<file path="config.mk">
export PLATFORM = sky130hd
export DESIGN_NAME = serial_parity_rx
export DESIGN_NICKNAME = d
export VERILOG_FILES = /design/src/rtl/parity_link_pkg.sv /design/src/rtl/parity_accum.sv /design/src/rtl/serial_parity_rx.sv
export SDC_FILE = /design/constraint.sdc
export NUM_CORES = 1
export LEC_CHECK = 0
export BUFFER_PORTS_ARGS = -buffer_cell sky130_fd_sc_hd__buf_2
export CAP_MARGIN = 20
export CORE_ASPECT_RATIO = 0.5
export CORE_UTILIZATION = 45
export DETAILED_ROUTE_END_ITERATION = 8
export PLACE_DENSITY_LB_ADDON = 0.08
export SYNTH_ARGS = -nofsm -noshare
export SYNTH_HDL_FRONTEND = slang
export SYNTH_SLANG_ARGS = --single-unit
</file>
<file path="constraint.sdc">
create_clock -name clk -period 3.3 [get_ports clk]
set_input_delay 0.495 -clock clk [delete_from_list [all_inputs] [get_ports clk]]
set_output_delay 0.495 -clock clk [all_outputs]
set_load 0.03 [all_outputs]
</file>
<file path="src/rtl/parity_link_pkg.sv">
// rtl/parity_link_pkg.sv - shared types, line constants and parity helper for the XOR-parity serial link
package parity_link_pkg;

    typedef enum logic [1:0] {
        RX_IDLE   = 2'd0,
        RX_DATA   = 2'd1,
        RX_PARITY = 2'd2,
        RX_STOP   = 2'd3
    } rx_state_t;

    localparam logic START_BIT = 1'b0;
    localparam logic STOP_BIT  = 1'b1;

    // Widest legal payload is 16 bits; narrower words are zero-extended by the caller.
    function automatic logic parity_of(input logic [15:0] vec);
        return ^vec;
    endfunction

endpackage

</file>
<file path="src/rtl/parity_accum.sv">
// rtl/parity_accum.sv - 1-bit running XOR accumulator shared by link receiver and transmitter
module parity_accum (
    input  logic clk,
    input  logic rst_n,
    input  logic clr,
    input  logic en,
    input  logic bit_in,
    output logic acc
);

    always_ff @(posedge clk or negedge rst_n) begin
        if (!rst_n) begin
            acc <= 1'b0;
        end else if (clr) begin
            acc <= 1'b0;
        end else if (en) begin
            acc <= acc ^ bit_in;
        end
    end

endmodule

</file>
<file path="src/rtl/serial_parity_rx.sv">
// rtl/serial_parity_rx.sv - framed serial receiver with parity/framing checks; PARITY_RX_ERRCNT_EN adds err_count
module serial_parity_rx
    import parity_link_pkg::*;
#(
    parameter int DATA_W     = 8,
    parameter bit ODD_PARITY = 1'b0
) (
    input  logic              clk,
    input  logic              rst_n,
    input  logic              rx_bit,
    input  logic              rx_valid,
    output logic [DATA_W-1:0] data_out,
    output logic              data_valid,
    output logic              parity_err,
    output logic              frame_err,
`ifdef PARITY_RX_ERRCNT_EN
    output logic              busy,
    output logic [7:0]        err_count
`else
    output logic              busy
`endif
);

    localparam int CNT_W = (DATA_W > 1) ? $clog2(DATA_W) : 1;

    rx_state_t         state;
    logic [CNT_W-1:0]  bit_cnt;
    logic [DATA_W-1:0] shift_reg;
    logic              mismatch;
    logic              acc;
    logic              start_seen;
    logic              data_en;
    logic              stop_seen;
    logic              stop_bad;

    assign start_seen = rx_valid && (state == RX_IDLE) && (rx_bit == START_BIT);
    assign data_en    = rx_valid && (state == RX_DATA);
    assign stop_seen  = rx_valid && (state == RX_STOP);
    assign stop_bad   = (rx_bit != STOP_BIT);

    parity_accum u_accum (
        .clk    (clk),
        .rst_n  (rst_n),
        .clr    (start_seen),
        .en     (data_en),
        .bit_in (rx_bit),
        .acc    (acc)
    );

    always_ff @(posedge clk or negedge rst_n) begin
        if (!rst_n) begin
            state      <= RX_IDLE;
            bit_cnt    <= '0;
            shift_reg  <= '0;
            mismatch   <= 1'b0;
            data_out   <= '0;
            data_valid <= 1'b0;
            parity_err <= 1'b0;
            frame_err  <= 1'b0;
            busy       <= 1'b0;
        end else begin
            // Flags are pulses qualified by data_valid, so they drop every cycle by default.
            data_valid <= 1'b0;
            parity_err <= 1'b0;
            frame_err  <= 1'b0;
            if (rx_valid) begin
                case (state)
                    RX_IDLE: begin
                        if (rx_bit == START_BIT) begin
                            state     <= RX_DATA;
                            bit_cnt   <= '0;
                            shift_reg <= '0;
                            busy      <= 1'b1;
                        end
                    end
                    RX_DATA: begin
                        shift_reg[bit_cnt] <= rx_bit;
                        bit_cnt            <= bit_cnt + 1'b1;
                        if (bit_cnt == CNT_W'(DATA_W - 1)) begin
                            state <= RX_PARITY;
                        end
                    end
                    RX_PARITY: begin
                        mismatch <= acc ^ rx_bit ^ ODD_PARITY;
                        state    <= RX_STOP;
                    end
                    default: begin
                        data_valid <= 1'b1;
                        data_out   <= shift_reg;
                        parity_err <= mismatch;
                        frame_err  <= stop_bad;
                        busy       <= 1'b0;
                        state      <= RX_IDLE;
                    end
                endcase
            end
        end
    end

`ifdef PARITY_RX_ERRCNT_EN
    always_ff @(posedge clk or negedge rst_n) begin
        if (!rst_n) begin
            err_count <= 8'd0;
        end else if (stop_seen && (mismatch || stop_bad) && (err_count != 8'hFF)) begin
            err_count <= err_count + 8'd1;
        end
    end
`endif

endmodule

</file>
==> qor.csv, run 1 <==
stage,metric,value,unit
yosys,share_of_flip_flops_with_an_asynchronous_set_or_reset,100,%
finish,storage_cell_area,676,sq um
timing,timing.max_slew.rel_slack,60.3,%
route,drt_drc_violations_left,0,
critical_path,crit_fanout,11,
finish,layout-drive-gt1-share,15.9,%
route,drt.antenna.violating_nets,0,
yosys,post-synth-top-count-cell,dfrtp_1,
clock_tree,post_cts_resize_count,0,
timing,clock.fmax,0.489,GHz
floorplanning,die_height,40.9,um
clock_tree,cts.htree.levels,1,
critical_path,r2r-start,state[1],
clock_tree,clkSlewWorstSetupHoldPaths,0.09,ns
route,routed-via-count,943,
route,detail_route.first_pass.iterations,4,
global_route,grtUsageTotal,18.1,%
yosys,synthTopCellsByArea,"dfrtp_1, ha_1, mux2_1",
yosys,ys_top_cells_by_count,"dfrtp_1, nand2_1, ha_1, inv_1, o21ai_1",
yosys,synthFlopType,dfrtp_1,
placed_design,dp_hpwl,1.78,mm
yosys,synth.lib_cells_used.distinct,33,
critical_path,critical_path_arrival,2.20,ns
timing,setup_violations,0,
global_route,antenna_found_initial,0,
status,outcome,"finished, final reports clean",
critical_path,worstPathBufferInverterCount,1,
timing,slew_viol_final,0,
clock_tree,ctsHoldBuffers,0,
critical_path,worst_setup_path_end_kind,flip-flop,
yosys,postSynthAreaPerCell,10.7,sq um
yosys,count_of_flip_flops_with_a_built_in_enable_after_synthesis,0,
yosys,synth_top_area_cell,dfrtp_1,
timing,max_slew.worst_pin.slew,0.596,ns
power,peakVddDrop,0.000469,V
timing,final.setup_skew,0.00326,ns
yosys,synth_seq_cells,27,
yosys,total_nets_after_synthesis,139,
critical_path,timing.rr.end,bit_cnt[0],
placed_design,routabilityCongestion,0.812,
yosys,yosysWarnings,0,
placed_design,dp_slack,1.26,ns
timing,grt_setup_unrepaired,false,
run,maxCapViolCount,0,
power,power-per-cell-area,942,mW/mm^2
critical_path,r2r_slack,1.26,ns
route,wirelength,2.43,mm
floorplanning,core-area,0.00273,sq mm
finish,num-fill-cells,274,
critical_path,cpLargestDelayFamily,flip-flops,
clock_tree,cts_root_buf,clkbuf_8,
clock_tree,cts_setup_buffers,0,
yosys,synth-seq-area-share,49.7,%
finish,synthToLayoutAreaGrowth,8.83,%
placed_design,numPortBuffers,15,
critical_path,critPathKind,flip-flop to flip-flop,
floorplanning,chip_width,79.7,um
timing,totalNegativeSetupSlack,0,ns
global_route,grt_first_pass_wirelength,4.15,mm
worst_hold_path,hold_crit_class,primary input to asynchronous set/reset pin,
clock_tree,clkSinkCount,27,
critical_path,critical_path.cell_chain,inv_1 > ha_1 > nor2b_2 > o21a_1 > mux2_4,
yosys,netlist_instances,127,
critical_path,reg2regPathDepth,5,
timing,hold_viol,0,
floorplanning,i_o_pin_cnt,16,
critical_path,worstPathRequired,3.46,ns
yosys,yosysTopAreaCellShare,49.7,%
yosys,mappedNetlistArea,0.00136,sq mm
finish,final_net_count,151,
route,detail_route.wl_per_cell,13.9,um
global_route,maximum_number_of_pins_on_one_net_before_global_route_repair,28,
critical_path,worst_setup_path_start_kind,flip-flop,
clock_tree,clock_insertion_delay_worst_skew,0.27,ns
timing,min_period_over_period,61.9,%
critical_path,timing.critical_path.slowest_cell_delay,0.42,ns
floorplanning,std_cell_rows,13,
route,vias_per_cell,5.39,
route,initialDrtViolationCount,50,
finish,multi_input_area,603,sq um
clock_tree,cts_buffer_depth,2,
finish,insertedDiodeCount,0,
floorplanning,floorplan.initialDensity,49.8,%
power,p_leak,0.742,nW
clock_tree,tritoncts,built,
timing,fin_crit,2.04,ns
timing,timing.final.ws_setup,1.26,ns
global_route,grt_remaining_overflow,0,
clock_tree,cts_made_buffers,3,
global_route,first_global_vias,838,
floorplanning,fp.dieArea,0.00326,sq mm
critical_path,cp_slowest_cell,dfrtp_1,
-- worst reg2reg max path, cell delays in order, from the launching register on --
cell and delay [ns]:
dfrtp_1 0.42, inv_1 0.13, ha_1 0.38, nor2b_2 0.32, o21a_1 0.35, mux2_4 0.33
-- cell usage in the layout (no fill, tap or decap), types with 2 or more instances in the layout --
cell,instances
dfrtp_1,27
buf_2,15
nand2_1,14
inv_1,8
ha_1,8
o21ai_1,7
o211ai_1,6
mux2_1,6
a31oi_1,5
mux2i_1,4
nand4_1,4
nand2b_1,4
a211o_1,4
nor3_1,3
clkbuf_8,3
nor2_1,2
nor2b_1,2
a21oi_1,2
-- power by group --
part | internal, mW | leakage, nW | switching, mW
logic | 0.242 | 0.369 | 0.372
clock network | 0.0845 | 0.0255 | 0.0992
registers | 0.472 | 0.348 | 0.126
-- final cells by class --
type | count | share of cell area (%)
Clock buffer | 3 | 2.79
Multi-Input combinational cell | 83 | 40.7
Tap cell | 37 | 3.13
Clock inverter | 1 | 0.338
Sequential cell | 27 | 45.6
Inverter | 9 | 2.28
Timing Repair Buffer | 15 | 5.07
-- stage by stage --
stage / cell area, sq um / cells / utilization [%] / total power, mW / hold slack, ns
final: 1480 / 175 / 54.2 / 1.40 / 0.220
after CTS: 1480 / 175 / 54.2 / 1.41 / 0.237
after global placement: 1430 / 171 / 52.5 / 1.22 / 0.464
after detailed placement: 1430 / 171 / 52.5 / 1.22 / 0.475
after floorplan: 1360 / 127 / - / 1.08 / 0.199
after global routing: 1480 / 175 / 54.2 / 1.52 / 0.266
-- cell families (layout without fill, tap and decap cells) --
family | after synthesis | count (layout) | share of synthesized area, %
mux | 11 | 11 | 9.02
compound gates | 28 | 28 | 14.0
buf+inv | 17 | 28 | 5.98
flops | 27 | 27 | 49.7
xor+xnor | 1 | 1 | 0.644
fa+ha+maj | 8 | 8 | 7.36
simple gates | 35 | 35 | 13.3
-- metal layers --
metal | track usage (%) | vias to the layer above | routed length, um
li1 | - | 469 | -
met1 | 25.8 | 452 | 1340
met2 | 26.7 | 20 | 953
met3 | 6.00 | 2 | 128
met4 | 4.02 | 0 | 12
met5 | 0 | - | 0
-- worst max-delay path by stage --
stage	start	to	slack, ns	cells after the start
after detailed placement	state[1]	bit_cnt[0]	1.26	5
after floorplan	state[0]	bit_cnt[0]	1.72	6
after CTS	state[1]	bit_cnt[0]	1.25	5
after global placement	state[1]	bit_cnt[0]	1.36	5
after global routing	state[1]	bit_cnt[0]	1.10	5
final	state[1]	bit_cnt[0]	1.26	5
(Power assumes the default switching activity.)
==> run 2: changes to the inputs <==
--- a/config.mk
+++ b/config.mk
@@ -5,6 +5,7 @@
 export SDC_FILE = /design/constraint.sdc
 export NUM_CORES = 1
 export LEC_CHECK = 0
+export ABC_AREA = 1
 export BUFFER_PORTS_ARGS = -buffer_cell sky130_fd_sc_hd__buf_2
 export CAP_MARGIN = 20
 export CORE_ASPECT_RATIO = 0.5
==> constraint.sdc (replaced) <==
create_clock -name clk -period 1.87 [get_ports clk]
set_input_delay 0.2805 -clock clk [delete_from_list [all_inputs] [get_ports clk]]
set_output_delay 0.2805 -clock clk [all_outputs]
set_load 0.03 [all_outputs]
==> run 2 against run 1 <==
Against the previous run:
- via count up 5.0%
- die area down 1.5%
- largest cell class unchanged
- fmax up 41%
- critical path type unchanged
==> qor.csv, run 2 <==
stage,metric,value,unit,change
status,outcome,"finished, final reports clean",,unchanged
route,detail_route.first_pass.iterations,4,,unchanged
route,wirelength,2.37,mm,was 2.43 mm
yosys,postSynthAreaPerCell,8.42,sq um,was 10.7 sq um
clock_tree,clock_insertion_delay_worst_skew,0.27,ns,about the same
timing,min_period_over_period,77.2,%,was 61.9%
yosys,synth-seq-area-share,50.5,%,was 49.7%
yosys,total_nets_after_synthesis,171,,was 139
clock_tree,cts_root_buf,clkbuf_8,,unchanged
finish,insertedDiodeCount,0,,unchanged
critical_path,crit_fanout,19,,was 11
yosys,synthTopCellsByArea,"dfrtp_1, nand2_1, ha_1",,"was dfrtp_1, ha_1, mux2_1"
clock_tree,clkSlewWorstSetupHoldPaths,0.09,ns,about the same
route,drt.antenna.violating_nets,0,,unchanged
critical_path,worstPathBufferInverterCount,2,,was 1
floorplanning,std_cell_rows,13,,unchanged
critical_path,worst_path_most_repeated_cell,nand2_1,,
critical_path,worst_setup_path_start_kind,flip-flop,,unchanged
finish,final_net_count,190,,was 151
route,vias_per_cell,4.63,,was 5.39
run,maxCapViolCount,0,,unchanged
clock_tree,cts_buffer_depth,2,,unchanged
finish,mostFrequentLayoutCell,nand2_1,,was dfrtp_1
clock_tree,cts_made_buffers,3,,unchanged
global_route,maximum_number_of_pins_on_one_net_before_global_route_repair,28,,unchanged
critical_path,worst_setup_path_end_kind,flip-flop,,unchanged
global_route,grt_remaining_overflow,0,,unchanged
clock_tree,clkSinkCount,27,,unchanged
placed_design,numPortBuffers,15,,unchanged
global_route,grtUsageTotal,16.7,%,was 18.1%
critical_path,cpLargestDelayFamily,simple AND/OR/NAND/NOR gates,,was flip-flops
timing,grt_setup_unrepaired,false,,unchanged
yosys,synth_top_area_cell,dfrtp_1,,unchanged
timing,fin_crit,1.44,ns,was 2.04 ns
power,peakVddDrop,0.000596,V,was 0.000469 V
yosys,synth_seq_cells,27,,unchanged
critical_path,critical_path.cell_chain,inv_1 > ha_1 > inv_1 > nand3_2 > nand2_4 > nand2_1 > nand2_1 > nand2_1,,was inv_1 > ha_1 > nor2b_2 > o21a_1 > mux2_4
yosys,count_of_flip_flops_with_a_built_in_enable_after_synthesis,0,,unchanged
timing,setup_violations,0,,unchanged
yosys,post-synth-top-count-cell,nand2_1,,was dfrtp_1
yosys,share_of_flip_flops_with_an_asynchronous_set_or_reset,100,%,unchanged
route,initialDrtViolationCount,36,,was 50
finish,final_util,55.4,%,was 54.2%
floorplanning,i_o_pin_cnt,16,,unchanged
timing,hold_viol,0,,unchanged
yosys,synth.lib_cells_used.distinct,17,,was 33
floorplanning,fp.dieArea,0.00321,sq mm,was 0.00326 sq mm
timing,slew_viol_final,0,,unchanged
placed_design,dp_hpwl,1.71,mm,was 1.78 mm
global_route,antenna_found_initial,0,,unchanged
timing,clock.fmax,0.692,GHz,was 0.489 GHz
floorplanning,die_height,40.6,um,was 40.9 um
critical_path,worstPathRequired,2.05,ns,was 3.46 ns
clock_tree,cts_setup_buffers,0,,unchanged
critical_path,cp_slowest_cell,dfrtp_1,,unchanged
finish,final_cell_mix,"nand2_1, dfrtp_1, buf_2, inv_1, nand3_1",,"was dfrtp_1, buf_2, nand2_1, inv_1, ha_1"
yosys,mappedNetlistArea,0.00134,sq mm,was 0.00136 sq mm
critical_path,critPathKind,flip-flop to flip-flop,,unchanged
timing,totalNegativeSetupSlack,0,ns,unchanged
route,detail_route.wl_per_cell,11.1,um,was 13.9 um
finish,layout-drive-gt1-share,13.6,%,was 15.9%
worst_hold_path,hold_crit_class,primary input to asynchronous set/reset pin,,unchanged
timing,final.setup_skew,0.00228,ns,was 0.00326 ns
global_route,grt_first_pass_wirelength,3.84,mm,was 4.15 mm
yosys,ys_top_cells_by_count,"nand2_1, dfrtp_1, inv_1",,"was dfrtp_1, nand2_1, ha_1, inv_1, o21ai_1"
route,drt_drc_violations_left,0,,unchanged
power,power-per-cell-area,1250,mW/mm^2,was 942 mW/mm^2
route,routed-via-count,990,,was 943
yosys,yosysTopAreaCellShare,50.5,%,was 49.7%
clock_tree,cts.htree.levels,1,,unchanged
placed_design,routabilityCongestion,0.858,,was 0.812
power,p_leak,0.847,nW,was 0.742 nW
global_route,first_global_vias,820,,was 838
clock_tree,ctsHoldBuffers,0,,unchanged
clock_tree,post_cts_resize_count,0,,unchanged
clock_tree,tritoncts,built,,unchanged
finish,synthToLayoutAreaGrowth,11.7,%,was 8.83%
timing,timing.max_slew.rel_slack,59.9,%,was 60.3%
floorplanning,core-area,0.00270,sq mm,was 0.00273 sq mm
timing,max_slew.worst_pin.slew,0.601,ns,was 0.596 ns
yosys,netlist_instances,159,,was 127
yosys,synthFlopType,dfrtp_1,,unchanged
critical_path,critical_path_arrival,1.62,ns,was 2.20 ns
floorplanning,chip_width,79.1,um,was 79.7 um
yosys,yosysWarnings,0,,unchanged
floorplanning,floorplan.initialDensity,49.6,%,was 49.8%
critical_path,timing.critical_path.slowest_cell_delay,0.42,ns,about the same
-- run 2: cell count changes after synthesis, moves of 4 or more --
cell and delta:
buf_2 -5, a211o_1 -4, a31oi_1 -5, o21ai_1 -7, o211ai_1 -6, nand3b_1 +7, mux2i_1 -4, inv_1 +5
nand2b_1 -4, mux2_1 -6, o21ai_0 +5, nand4_1 -4, nand2_1 +58, nand3_1 +11
-- run 2: kinds of logic after synthesis --
| kind of cell | count (synthesis) | share of synthesized area [%] |
|---|---|---|
| buffers and inverters | 17 | 5.89 |
| flip-flops | 27 | 50.5 |
| AO/OA/AOI/OAI | 8 | 3.18 |
| adder cells (fa/ha/maj) | 8 | 7.48 |
| XOR/XNOR | 1 | 0.654 |
| AND/OR/NAND/NOR | 98 | 32.3 |
-- run 2: routing by layer --
layer | vias up | share of wire, % | GRT usage [%]
li1 | 534 | - | -
met1 | 436 | 56 | 22.8
met2 | 16 | 38 | 24.8
met3 | 4 | 4.6 | 5.91
met4 | 0 | 1.1 | 5.00
met5 | - | 0 | 0
-- run 2: worst paths after layout --
path                                      to  slack [ns]  cells after the start    startpoint
worst min-delay path             data_out[3]      0.0001                      1         rst_n
max in group asynchronous         bit_cnt[2]        1.48                      1         rst_n
worst max-delay path            shift_reg[3]        0.43                      8      state[0]
min in group clk                   frame_err        0.23                      2        rx_bit
worst min register to register   data_out[6]        0.48                      2  shift_reg[6]
worst max register to register  shift_reg[3]        0.43                      8      state[0]
-- run 2: area by class of cell --
type | instances | area, sq um
inverter | 14 | 52.6
timing repair buffer | 17 | 90.1
tap | 37 | 46.3
clock inverter | 1 | 5.00
clock buffer | 3 | 41.3
multi-input combinational | 115 | 584
fill | 277 | 1200
sequential | 27 | 676
-- run 2: power breakdown --
part / leakage, nW / total [mW] / internal (mW) / switching [mW]
sequential: 0.367 / 0.795 / 0.695 / 0.100
clock: 0.0255 / 0.338 / 0.150 / 0.188
combinational: 0.454 / 0.730 / 0.251 / 0.478
-- run 2: worst register-to-register path, cell delays in order, from the launching register on --
cell     delay (ns)
dfrtp_1        0.42
inv_1          0.10
ha_1           0.23
inv_1          0.08
nand3_2        0.12
nand2_4        0.21
nand2_1        0.08
nand2_1        0.06
nand2_1        0.04
-- run 2: stage by stage --
stage          total power, mW  cells  setup WS, ns  cell area (sq um)  hold WS, ns
3_5_place_dp              1.54    210         0.431               1450        0.330
2_1_floorplan             1.37    159         0.522               1340      -0.0151
3_3_place_gp              1.52    210         0.493               1450        0.323
4_1_cts                   1.88    214         0.417               1500       0.0254
6_report                  1.86    214         0.426               1500     0.000116
5_1_grt                   2.02    214         0.292               1500       0.0481
==> run 3: changes to the inputs <==
==> constraint.sdc (replaced) <==
create_clock -name clk -period 1.2 [get_ports clk]
set_input_delay 0.18 -clock clk [delete_from_list [all_inputs] [get_ports clk]]
set_output_delay 0.18 -clock clk [all_outputs]
set_load 0.03 [all_outputs]
==> run 3 against run 2 <==
Against the previous run:
- the flow now finishes with violations (setup timing)
- sequential cell count is the same
- global-route usage grew 3.4 points
- die area stayed put
- critical endpoint is now shift_reg[7]
==> qor.csv, run 3 (synthesis results as in run 2) <==
stage,metric,value,unit,change
status,outcome,finished with violations,,"was finished, final reports clean"
status,violations,setup timing,,
floorplanning,chip_width,79.1,um,unchanged
finish,synthToLayoutAreaGrowth,35.0,%,was 11.7%
timing,totalNegativeSetupSlack,-1.13,ns,was 0 ns
clock_tree,clkSlewWorstSetupHoldPaths,0.09,ns,about the same
global_route,antenna_found_initial,0,,unchanged
critical_path,timing.rr.end,shift_reg[7],,was shift_reg[3]
placed_design,routabilityCongestion,0.835,,was 0.858
route,routed-via-count,1156,,was 990
finish,instances_no_fill,232,,was 214
worst_hold_path,hold_path_cell_cnt,2,,
critical_path,crit_fanout,5,,was 19
route,wirelength,2.90,mm,was 2.37 mm
floorplanning,die_height,40.6,um,unchanged
finish,final_util,67.0,%,was 55.4%
timing,timing.max_slew.rel_slack,81.9,%,was 59.9%
critical_path,reg2regPathDepth,6,,was 8
route,drt_drc_violations_left,0,,unchanged
finish,final_net_count,208,,was 190
timing,finalHoldWorstSlack,0.135,ns,was 0.000116 ns
route,detail_route.first_pass.iterations,4,,unchanged
power,p_leak,0.960,nW,was 0.847 nW
critical_path,r2r-start,state[0],,unchanged
finish,mostFrequentLayoutCell,nand2_1,,unchanged
timing,timing.final.ws_setup,-0.0976,ns,was 0.426 ns
route,detail_route.wl_per_cell,12.5,um,was 11.1 um
power,power-per-cell-area,2050,mW/mm^2,was 1250 mW/mm^2
critical_path,worst_setup_path_start_kind,flip-flop,,unchanged
floorplanning,fp.dieArea,0.00321,sq mm,unchanged
timing,setup_violations,21,,was 0
critical_path,critPathKind,flip-flop to flip-flop,,unchanged
floorplanning,std_cell_rows,13,,unchanged
critical_path,critical_path_arrival,1.47,ns,was 1.62 ns
floorplanning,core-area,0.00270,sq mm,unchanged
clock_tree,cts_buffer_depth,2,,unchanged
global_route,grtUsageTotal,20.1,%,was 16.7%
placed_design,dp_hpwl,2.01,mm,was 1.71 mm
finish,layout-drive-gt1-share,33.3,%,was 13.6%
timing,min_period_over_period,108,%,was 77.2%
timing,final.setup_skew,0.00313,ns,was 0.00228 ns
route,drt.antenna.violating_nets,0,,unchanged
floorplanning,i_o_pin_cnt,16,,unchanged
worst_hold_path,hold_crit_class,primary input to flip-flop,,was primary input to asynchronous set/reset pin
clock_tree,clock_insertion_delay_worst_skew,0.28,ns,was 0.27 ns
timing,slew_viol_final,0,,unchanged
timing,grt_setup_unrepaired,true,,was false
placed_design,dp_slack,-0.130,ns,was 0.431 ns
route,vias_per_cell,4.98,,was 4.63
global_route,maximum_number_of_pins_on_one_net_before_global_route_repair,19,,was 28
timing,clock.fmax,0.771,GHz,was 0.692 GHz
clock_tree,cts.htree.levels,1,,unchanged
worst_hold_path,min_to,frame_err,,
finish,final_cell_mix,"nand2_1, dfrtp_1, buf_2",,"was nand2_1, dfrtp_1, buf_2, inv_1, nand3_1"
placed_design,numPortBuffers,15,,unchanged
clock_tree,tritoncts,built,,unchanged
clock_tree,cts_made_buffers,3,,unchanged
floorplanning,floorplan.initialDensity,49.6,%,unchanged
global_route,grt_first_pass_wirelength,4.62,mm,was 3.84 mm
critical_path,worst_setup_path_end_kind,flip-flop,,unchanged
timing,max_slew.worst_pin.slew,0.271,ns,was 0.601 ns
timing,hold_viol,0,,unchanged
critical_path,worstPathRequired,1.38,ns,was 2.05 ns
finish,insertedDiodeCount,0,,unchanged
global_route,first_global_vias,994,,was 820
worst_hold_path,hold_path_startpoint,rx_bit,,
global_route,grt_remaining_overflow,0,,unchanged
clock_tree,clkSinkCount,27,,unchanged
placed_design,place_inst,221,,was 210
run,maxCapViolCount,0,,unchanged
critical_path,r2r_slack,-0.1,ns,was 0.43 ns
route,initialDrtViolationCount,46,,was 36
timing,fin_crit,1.30,ns,was 1.44 ns
power,peakVddDrop,0.00134,V,was 0.000596 V
clock_tree,cts_root_buf,clkbuf_8,,unchanged
[run 3: final cells by class]
class | instances | area [sq um]
clock buffers | 3 | 41.3
clock inverters | 1 | 7.51
fillers | 229 | 892
repair buffers | 32 | 249
well taps | 37 | 46.3
inverters | 14 | 60.1
multi-input cells | 118 | 727
flip-flops and latches | 27 | 677
[run 3: metrics by stage]
| step | instance area [sq um] | power (mW) |
|---|---|---|
| finish | 1810 | 3.70 |
| global route | 1810 | 3.97 |
| CTS | 1760 | 3.61 |
| detailed placement | 1580 | 2.75 |
| global placement | 1580 | 2.70 |
| floorplan | 1370 | 2.21 |
[run 3: metal layers]
metal  global-route usage (%)  vias to the layer above  routed length (um)
li1                         -                      577                   -
met1                     25.1                      557                1410
met2                     37.1                       18                1380
met3                     4.77                        4                  93
met4                     4.09                        0                  17
met5                        0                        -                   0
[run 3: worst max-delay path by stage]
stage              from           end  slack (ns)  depth (start not counted)
2_1_floorplan  state[0]  shift_reg[1]       -0.07                          7
3_3_place_gp   state[1]  shift_reg[7]       -0.06                          7
3_5_place_dp   state[1]  shift_reg[5]       -0.13                          7
4_1_cts        state[0]  shift_reg[7]       -0.06                          8
5_1_grt        state[1]  shift_reg[4]       -0.14                          7
6_report       state[0]  shift_reg[7]        -0.1                          6
[run 3: power by group]
group          internal, mW  switching (mW)
Combinational         0.844            1.12
Clock                 0.236           0.294
Sequential             1.09           0.121
Total                  2.17            1.53
[run 3: worst max-delay path, stage by stage (launching register included)]
cell and delay (ns):
dfrtp_2 0.46, buf_6 0.14, ha_4 0.17, nand3_4 0.17
nand2_4 0.10, nand3b_1 0.10, nand2_1 0.06
[run 3: repair_timing]
action | in CTS | in global routing
gates resized for setup | 20 | 15
hold endpoints to repair | 9 | 0
pin swaps | 9 | 10
setup endpoints to repair | 24 | 26
cloned | 3 | 0
hold buffers | 1 | 0
setup buffers | 3 | 0
